`src/rtl/mux_scan_sequencer_pkg.sv`:
```
// Shared types and constants for the mux scan sequencer.
package mux_scan_pkg;

    localparam int unsigned NUM_CH = 4;
    localparam int unsigned SEL_W  = 2;

    typedef enum logic [1:0] {
        StIdle,
        StSettle,
        StSample,
        StDone
    } state_e;

endpackage

```
`src/rtl/mux_scan_sequencer_chan_next.sv`:
```
// Combinational channel picker: next enabled channel above the current select,
// and lowest enabled channel of the mask presented at frame start.
module chan_next
    import mux_scan_pkg::*;
(
    input  logic [NUM_CH-1:0] i_mask,
    input  logic [SEL_W-1:0]  i_sel,
    input  logic [NUM_CH-1:0] i_start_mask,
    output logic [SEL_W-1:0]  o_next,
    output logic              o_found,
    output logic [SEL_W-1:0]  o_lowest
);

    // Scan downwards so the last hit is the closest enabled index above i_sel
    always_comb begin
        o_next  = '0;
        o_found = 1'b0;
        for (int i = NUM_CH - 1; i >= 0; i--) begin
            if (i_mask[i] && (i > int'(i_sel))) begin
                o_next  = SEL_W'(i);
                o_found = 1'b1;
            end
        end
    end

    // Scan downwards so the last hit is the lowest enabled index
    always_comb begin
        o_lowest = '0;
        for (int i = NUM_CH - 1; i >= 0; i--) begin
            if (i_start_mask[i]) begin
                o_lowest = SEL_W'(i);
            end
        end
    end

endmodule

```
`src/rtl/mux_scan_sequencer.sv`:
```
// Mux scan sequencer: steps the 4:1 mux select over the enabled channels,
// waits a programmable settle time on each, samples y and assembles a frame.
module mux_scan_sequencer
    import mux_scan_pkg::*;
#(
    parameter int unsigned DWELL_W = 4
) (
    input  logic               clk,
    input  logic               rst_n,
    input  logic               ena,
    input  logic               start,
    input  logic               continuous,
    input  logic [NUM_CH-1:0]  chan_mask,
    input  logic [DWELL_W-1:0] dwell,
    input  logic               mux_y,
    output logic [SEL_W-1:0]   sel,
    output logic               sample_valid,
    output logic [NUM_CH-1:0]  frame,
    output logic               frame_valid,
    output logic               busy
);

    state_e             r_state, w_state_d;
    logic [NUM_CH-1:0]  r_mask, w_mask_d;
    logic [NUM_CH-1:0]  r_shadow, w_shadow_d;
    logic [NUM_CH-1:0]  r_frame, w_frame_d;
    logic [DWELL_W-1:0] r_dwell, w_dwell_d;
    logic [DWELL_W-1:0] r_cnt, w_cnt_d;
    logic [SEL_W-1:0]   r_sel, w_sel_d;
    logic [SEL_W-1:0]   w_next, w_lowest;
    logic               w_found;
    logic               w_launch;

    chan_next u_chan_next (
        .i_mask       (r_mask),
        .i_sel        (r_sel),
        .i_start_mask (chan_mask),
        .o_next       (w_next),
        .o_found      (w_found),
        .o_lowest     (w_lowest)
    );

    // State and datapath registers; ena low freezes everything
    always_ff @(posedge clk or negedge rst_n) begin
        if (!rst_n) begin
            r_state  <= StIdle;
            r_mask   <= '0;
            r_shadow <= '0;
            r_frame  <= '0;
            r_dwell  <= '0;
            r_cnt    <= '0;
            r_sel    <= '0;
        end else if (ena) begin
            r_state  <= w_state_d;
            r_mask   <= w_mask_d;
            r_shadow <= w_shadow_d;
            r_frame  <= w_frame_d;
            r_dwell  <= w_dwell_d;
            r_cnt    <= w_cnt_d;
            r_sel    <= w_sel_d;
        end
    end

    // Next-state logic; a frame launch (from IDLE or DONE) overrides the defaults
    always_comb begin
        w_state_d  = r_state;
        w_mask_d   = r_mask;
        w_shadow_d = r_shadow;
        w_frame_d  = r_frame;
        w_dwell_d  = r_dwell;
        w_cnt_d    = r_cnt;
        w_sel_d    = r_sel;
        w_launch   = 1'b0;

        unique case (r_state)
            StIdle: begin
                if (start && (chan_mask != '0)) begin
                    w_launch = 1'b1;
                end
            end
            StSettle: begin
                if (r_cnt == '0) begin
                    w_state_d = StSample;
                end else begin
                    w_cnt_d = r_cnt - DWELL_W'(1);
                end
            end
            StSample: begin
                w_shadow_d[r_sel] = mux_y;
                if (w_found) begin
                    w_sel_d   = w_next;
                    w_cnt_d   = r_dwell;
                    w_state_d = StSettle;
                end else begin
                    // Merge the final sample directly so frame is complete in DONE
                    w_frame_d        = r_shadow;
                    w_frame_d[r_sel] = mux_y;
                    w_state_d        = StDone;
                end
            end
            StDone: begin
                if (continuous && (chan_mask != '0)) begin
                    w_launch = 1'b1;
                end else begin
                    w_state_d = StIdle;
                end
            end
            default: w_state_d = StIdle;
        endcase

        if (w_launch) begin
            w_mask_d   = chan_mask;
            w_dwell_d  = dwell;
            w_shadow_d = '0;
            w_sel_d    = w_lowest;
            w_cnt_d    = dwell;
            w_state_d  = StSettle;
        end
    end

    assign sel          = r_sel;
    assign frame        = r_frame;
    assign busy         = (r_state != StIdle);
    assign sample_valid = ena && (r_state == StSample);
    assign frame_valid  = ena && (r_state == StDone);

endmodule

```
`config.mk`:
```
export PLATFORM = sky130hd
export DESIGN_NAME = mux_scan_sequencer
export DESIGN_NICKNAME = d
export VERILOG_FILES = /design/src/rtl/mux_scan_sequencer_pkg.sv /design/src/rtl/mux_scan_sequencer_chan_next.sv /design/src/rtl/mux_scan_sequencer.sv
export SDC_FILE = /design/constraint.sdc
export NUM_CORES = 1
export LEC_CHECK = 0
export CORE_UTILIZATION = 30
export DETAILED_ROUTE_END_ITERATION = 10
export SKIP_LAST_GASP = 1
export SYNTH_ARGS = -nofsm -noshare
export SYNTH_HDL_FRONTEND = slang
export SYNTH_SLANG_ARGS = --single-unit
```
`constraint.sdc`:
```
create_clock -name clk -period 2.1 [get_ports clk]
set_input_delay 0.315 -clock clk [delete_from_list [all_inputs] [get_ports clk]]
set_output_delay 0.315 -clock clk [all_outputs]
set_load 0.01 [all_outputs]
```
==> flow_summary.ini <==
[global_routing]
grt_usage_pct = 14.1
overflow = 0
grt_max_degree = 24
antenna_found_initial = 0
grt_pass1_vias = 1237
grt_pass1_wl_um = 5600

[route]
firstDrtPassIters = 4
vias = 1216
vias_per_cell = 4.98
wl_per_cell_um = 13.1
route.detailed.drc = 0
drt-total-wl_um = 3210
drt_iter0_drc = 72
ant_nets = 0

[clock_network]
cts.path.max_buffers = 2
clock_latency_ns = 0.26
cts-htree-levels = 1
hold_buffers = 0
cts_tree = built
root_buffer = clkbuf_8
clk_pin_slew_ns = 0.08
cts_sinks = 23
numCtsBuffers = 3

[floorplanning]
initial_core_util_pct = 31.4
rows = 24
pin_count = 23
die_w_um = 69.8
die_h_um = 69.8
core_um2 = 4380
die_area_um2 = 4870

[synth]
synth.most_common_cell = dfrtp_1
synth_edf_count = 0
avgSynthCellArea_um2 = 9.44
synth_seq_cells = 23
postSynth.asyncResetShare_pct = 100
synthDistinctLibCells = 34
yosys_warnings = 0
netlist_instances = 146
synthFlopType = dfrtp_1
synth_common_cells = 23 x dfrtp_1, 15 x o21ai_0, 13 x a21oi_1
synth.area.top_cells = dfrtp_1 42%, mux2_2 6.5%, mux2i_1 5.8%, ha_1 5.4%, o21ai_0 5.4%
synth_seq_area_share_pct = 41.7
syn_area_um2 = 1380
synth_top_area_share_pct = 41.7
netlist.top_cell.by_area = dfrtp_1
syn_nets = 166

[power]
ir_drop_v = 0.000573
power.density_nw_per_um2 = 1470
p_leak_nw = 0.867
total_power_mw = 2.80

[critical_path]
arrival_ns = 2.20
end_kind = flop
crit_required_ns = 2.25
critPathTopFamily = compound AO/OA/AOI/OAI gates
path_buf_inv = 1
path_max_fanout = 7
cp-start-kind = flop
slowest_stage = a221o_4
worstPathCellList = inv_1, ha_4, or3_4, a221o_4, a211o_1
cp_slowest_stage_delay_ns = 0.44
critical_path_class = reg -> reg

[hold_path]
hp-class = in -> async

[sta]
finalCritPeriodShare_pct = 97.4
max_freq_mhz = 489
timing.hold.ws_ns = 0.401
setup_violations = 0
hold_violations = 0
slew_viol_final = 0
clock_skew_ns = 0.00370
rsz0062_at_grt = no
worstMarginPinSlew_ns = 0.407
finalSetupTns_ns = 0
fin_crit_ns = 2.05
maxSlewHeadroom_pct = 72.6
setup_ws_ns = 0.0540

[layout]
stdcell_count = 244
drive_gt1_share_pct = 26.6
final_util_pct = 43.5
stdcell_area_um2 = 1910
area_delta_synth_final_pct = 38.2
n_antenna_cell = 0
nNetsFinal = 213

[placement]
placed_area_um2 = 1830
dp_hpwl_um = 2500
portBuffers = 22
place_congestion = 0.814
dp_cells = 239
dpl_worst_slack_ns = -0.164

[outcome]
status = completed

[flow_run]
cap_violations = 0
logic make-up (layout without fill, tap and decap cells):
kind of cell / count (synthesis) / count (layout) / synth area share [%]
AND/OR/NAND/NOR: 44 / 44 / 16.0
adder cells (fa/ha/maj): 6 / 6 / 5.44
XOR/XNOR: 2 / 2 / 1.27
buffers and inverters: 16 / 62 / 4.90
multiplexers: 17 / 17 / 13.4
AO/OA/AOI/OAI: 38 / 38 / 17.2
flip-flops: 23 / 23 / 41.7
state kept, by name, summed over array words and instances, names as in the netlist:
register,flops
frame,4
r_cnt,4
r_dwell,4
r_shadow,4
r_mask,3
r_state,2
sel,2
layer usage:
layer | share of wire, % | up-vias | global-route usage, %
met5 | 0 | - | 0
met4 | 0.56 | 0 | 2.67
met3 | 2.7 | 4 | 3.20
met2 | 53 | 21 | 25.6
met1 | 44 | 583 | 17.1
li1 | - | 608 | -
cell type report:
cell class	count	area (µm²)
repair buffers	48	414
fillers	420	2480
inverters	10	37.5
flip-flops and latches	23	576
well taps	52	65.1
clock buffers	3	41.3
clock inverters	1	5.00
multi-input cells	107	767
power by group:
part | total (mW) | switching (mW) | internal (mW)
clock | 0.276 | 0.143 | 0.132
combinational | 1.70 | 0.772 | 0.924
sequential | 0.831 | 0.175 | 0.656
total | 2.80 | 1.09 | 1.71
timing repair:
item,CTS,global route
buffers inserted,0,1
resized for setup,3,2
setup endpoints to repair,3,8
path summary, 6_finish.rpt:
check,startpoint,endpoint,slack (ns),depth (start not counted)
setup / recovery,r_state[0],r_cnt[0],0.05,5
hold / removal,rst_n,sel[1],0.40,2
setup reg to reg,r_state[0],r_cnt[0],0.05,5
hold reg to reg,r_shadow[2],r_shadow[2],0.49,2
max in group asynchronous,rst_n,r_dwell[2],1.46,2
min in group clk,r_shadow[2],r_shadow[2],0.49,2
layout by cell type (no fill, tap or decap), types with 2 or more instances in the layout:
cell type | netlist | routed
buf_4 | 0 | 26
nand3_1 | 5 | 5
clkdlybuf4s50_1 | 0 | 21
a21oi_1 | 13 | 13
nor3_1 | 5 | 4
nor2_1 | 12 | 11
nand2b_1 | 4 | 4
mux2i_1 | 8 | 8
nor4_2 | 1 | 2
clkbuf_8 | 0 | 3
o22ai_1 | 2 | 2
nand2_1 | 9 | 9
inv_1 | 10 | 10
dfrtp_1 | 23 | 23
mux2_2 | 8 | 8
ha_1 | 6 | 5
o21ai_0 | 15 | 15
nor2_2 | 1 | 2
and3_1 | 2 | 2
No activity file was read; power rests on OpenSTA's default activity.
